===== config.mk =====
export PLATFORM = sky130hd
export DESIGN_NAME = pkt_hdr_capture
export DESIGN_NICKNAME = d
export VERILOG_FILES = /design/src/rtl/pkt_hdr_capture.sv
export SDC_FILE = /design/constraint.sdc
export NUM_CORES = 1
export LEC_CHECK = 0
export ABC_AREA = 0
export BUFFER_PORTS_ARGS = -buffer_cell sky130_fd_sc_hd__buf_2
export CAP_MARGIN = 15
export CORE_MARGIN = 3
export CORE_UTILIZATION = 50
export DETAILED_ROUTE_END_ITERATION = 8
export PLACE_DENSITY = 0.73
export SLEW_MARGIN = 20
export SYNTH_ARGS = -nofsm -noshare
export SYNTH_HDL_FRONTEND = slang
export SYNTH_SLANG_ARGS = --single-unit

===== constraint.sdc =====
create_clock -name clk -period 4.55 [get_ports clk]
set_clock_uncertainty 0.15 [all_clocks]
set_input_delay 0.2275 -clock clk [delete_from_list [all_inputs] [get_ports clk]]
set_output_delay 0.2275 -clock clk [all_outputs]
set_load 0.02 [all_outputs]

===== src/rtl/pkt_hdr_capture.sv =====
// Serial header hunter: finds a maskable HDR_W-bit header in an MSB-first bit stream,
// then captures the PAY_W-bit payload that follows and presents it as a parallel word.
module pkt_hdr_capture #(
  parameter int                 HDR_W       = 8,
  parameter logic [HDR_W-1:0]   HDR_PATTERN = 8'b1011_0110,
  parameter logic [HDR_W-1:0]   HDR_MASK    = '1,
  parameter int                 PAY_W       = 16,
  parameter int                 CNT_W       = 8
) (
  input  logic             clk,
  input  logic             rst,
  input  logic             in_valid,
  input  logic             in_bit,
  output logic             header_detected,
  output logic             payload_valid,
  output logic [PAY_W-1:0] payload_data,
  output logic             busy,
  output logic [CNT_W-1:0] hdr_count
);

  localparam int FILL_W = $clog2(HDR_W + 1);
  localparam int BCNT_W = $clog2(PAY_W + 1);

  localparam logic [0:0] ST_HUNT    = 1'b0;
  localparam logic [0:0] ST_CAPTURE = 1'b1;

  logic [0:0]        state;
  logic [HDR_W-1:0]  hist;
  logic [HDR_W-1:0]  next_hist;
  logic [FILL_W-1:0] fill;
  logic [PAY_W-1:0]  pay_sr;
  logic [PAY_W-1:0]  next_pay;
  logic [PAY_W:0]    pay_ext;
  logic [BCNT_W-1:0] bit_cnt;
  logic              hdr_match;
  logic              pay_done;

  // The payload shift goes through a one-bit-wider vector so PAY_W=1 needs no special case.
  always_comb begin
    next_hist = {hist[HDR_W-2:0], in_bit};
    pay_ext   = {pay_sr, in_bit};
    next_pay  = pay_ext[PAY_W-1:0];
    hdr_match = (fill >= FILL_W'(HDR_W - 1)) &&
                (((next_hist ^ HDR_PATTERN) & HDR_MASK) == '0);
    pay_done  = (bit_cnt == BCNT_W'(PAY_W - 1));
  end

  always_ff @(posedge clk or posedge rst) begin
    if (rst) begin
      state           <= ST_HUNT;
      hist            <= '0;
      fill            <= '0;
      pay_sr          <= '0;
      bit_cnt         <= '0;
      header_detected <= 1'b0;
      payload_valid   <= 1'b0;
      payload_data    <= '0;
      hdr_count       <= '0;
    end else begin
      header_detected <= 1'b0;
      payload_valid   <= 1'b0;
      if (in_valid) begin
        if (state == ST_HUNT) begin
          if (hdr_match) begin
            state           <= ST_CAPTURE;
            hist            <= '0;
            fill            <= '0;
            bit_cnt         <= '0;
            header_detected <= 1'b1;
            hdr_count       <= hdr_count + 1'b1;
          end else begin
            hist <= next_hist;
            if (fill != FILL_W'(HDR_W))
              fill <= fill + 1'b1;
          end
        end else begin
          pay_sr  <= next_pay;
          bit_cnt <= bit_cnt + 1'b1;
          // Last payload bit: publish the word and resume hunting on the very next bit.
          if (pay_done) begin
            payload_data  <= next_pay;
            payload_valid <= 1'b1;
            state         <= ST_HUNT;
            fill          <= '0;
            bit_cnt       <= '0;
          end
        end
      end
    end
  end

  assign busy = (state == ST_CAPTURE);

endmodule


==> metrics.txt <==
status=finished with violations; total clock sinks=between 50 and 60; Pleak=0.00145 uW; gr usage total=16.5%; Synth-to-Final Area Change=13.3%; I/O Pins=31; failing checks=hold timing; type of the worst min-delay path=input pin to async pin; Arr. time, crit path=about 2400 ps; synth unique cells=37; fin area=0.00280 mm^2; layout cells sized above 1=40.5%; Die X=76.3 um; Synth Warn #=0; Fin. Hold Viols=58; Crit Reg-Reg Startpoint=busy; Tmin final=2360 ps; CP startpoint kind=register; FF-to-FF path depth=3; worst skew pair latency=between 300 and 400 ps; largest net degree at the start of global routing=between 50 and 60; Worst Setup SP=busy; die height=~76 um; top post-synthesis cells by count=dfrtp_1, mux2_2, inv_1; Setup CP Type=register to register; DR WL/cell=15.6 um; Routed Antenna Nets=0; critical path's slowest cell=nor2_2; period utilisation layout=about half; relative slew slack=37.0%; DRT Pass-1 Iters=4; final wirelength=between 4000 and 5000 um; pre-CTS setup slack=2220 ps; clock-pin slew on the worst setup and hold paths=about 60 ps; H-tree Lvls=3; first-pass GRT wire length=7580 um; WP buf/inv=0; initial antenna violation count=0; area leader, netlist=dfrtp_1; critical-path cell list=nand2_2 > nor2_2 > mux2_2; Synth Instances=172; RSZ-0062 raised after global routing=false; Synth Cell Area=0.00247 mm^2; WP data required=approximately 4600 ps; Register Area=roughly 0.0015 mm^2; Setup TNS=0 ps; fin worst setup slack=2190 ps; RR Endpoint=payload_data[0]; Worst VDD drop=between 0.15 and 0.2 mV; global route total overflow=0; Synth top area share=about 59%; CP endpoint kind=register; max frequency=approximately 420 MHz; critical path peak fanout=17; placed cell area=0.00264 mm^2; post-CTS sizing=0; clock buffer depth=2; Cell Rows=24; Seq cells post-synth=58; routed vias/inst=5.35; top_reg_cell synth=dfrtp_1; DRC violation total after the first TritonRoute iteration=106; HPWL after detailed placement=2940 um; Post-synth EDFFs=0; Starting Density=54.1%; average size of a mapped cell=approximately 14 um^2; number of port buffers=30; cell area power density=385 mW/mm^2; fillers=385; total number of vias=1,470; cts hold-fix bufs=0; CP peak stage delay=800 ps; Synth Net Count=between 150 and 200; area of the die=0.00582 mm^2; Max Cap Viol=0; Core Area=0.00456 mm^2; worst reg2reg setup slack=2190 ps; vias in the first global route=1,559; top post-synthesis cells by area=dfrtp_1, mux2_2, a22o_1; Final Slew Violations=0; final setup fails=0; Net count, final=~220; async set-or-reset flop fraction in the synthesized netlist=100%; cts bufs inserted=9; DR DRC count=0; clk root buf=clkbuf_8; worst slew pin tran=~940 ps; gp weighted congestion=0.809; CTS tree=done; most frequent cell after synthesis=dfrtp_1; family with the most delay on the worst path=simple AND/OR/NAND/NOR gates; number of setup buffers added after CTS=0; n_diodes=0; area of the multi-input gates=933 um^2; hold_ws=-80.3 ps; sequential-to-total area share from yosys stat=58.8%
==> layout make-up <==
class / instances / area share [%]
inverter: 7 / 0.984
tap: 65 / 2.91
timing repair buffer: 30 / 5.37
multi-input combinational: 101 / 33.4
clock buffer: 14 / 5.46
sequential: 58 / 51.9
==> placed cells by master, fill, tap and decap left out, types with 3 or more instances in the layout <==
master / netlist / routed
nand3_1: 5 / 5
clkbuf_1: 0 / 4
mux2_2: 35 / 35
dfrtp_1: 58 / 58
o21ai_0: 3 / 3
clkbuf_8: 0 / 10
nand2_1: 3 / 3
ha_1: 4 / 4
and3_1: 4 / 4
buf_2: 1 / 30
inv_1: 7 / 6
o2bb2ai_1: 3 / 3
nand4_1: 3 / 3
xnor2_1: 6 / 6
a22o_1: 6 / 6
nand2b_1: 3 / 3
==> routing by layer <==
layer | global-route usage (%) | vias to the layer above | part of all wire, %
met2 | 26.4 | 26 | 51
met5 | 0 | - | 0
met3 | 5.91 | 5 | 4.7
li1 | - | 696 | -
met4 | 7.97 | 0 | 1.0
met1 | 19.9 | 743 | 43
==> state kept, by name, indices dropped and copies added, names as in the netlist <==
| name | cells |
|---|---|
| pay_sr | 15 |
| hist | 7 |
| header_detected | 1 |
| fill | 4 |
| payload_data | 16 |
| payload_valid | 1 |
| hdr_count | 8 |
| busy | 1 |
| bit_cnt | 5 |
==> power breakdown <==
group	internal, uW	switching [uW]	leakage (uW)
registers	549	33.9	0.000790
clock network	207	174	0.0000766
logic	55.9	57.9	0.000583
total	812	266	0.00145
==> worst max path at each step <==
stage,slack (ps),endpoint,cells past startpoint
after global placement,2340,payload_data[15],3
after detailed placement,2220,payload_data[0],3
after global routing,2070,payload_data[0],3
after CTS,2200,payload_data[12],3
after floorplan,2700,hdr_count[3],7
final,2190,payload_data[0],3
==> metrics by stage <==
step                std cells  power (uW)  hold slack (ps)  utilization (%)
floorplan                 172         680              228                -
global placement          261         699              304             57.9
detailed placement        261         706              313             57.9
CTS                       275        1090             49.3             61.2
global route              275        1140             6.18             61.3
finish                    275        1080            -80.3             61.3
==> kinds of logic (layout without fill, tap and decap cells) <==
| kind of cell | Yosys count | count (layout) | synth area share, % |
|---|---|---|---|
| fa+ha+maj | 4 | 4 | 2.03 |
| simple gates | 33 | 33 | 10.6 |
| mux | 36 | 36 | 16.4 |
| compound gates | 21 | 21 | 6.34 |
| flops | 58 | 58 | 58.8 |
| xor+xnor | 7 | 7 | 2.48 |
| buf+inv | 13 | 51 | 3.40 |
Power figures use the tool's default switching activity.
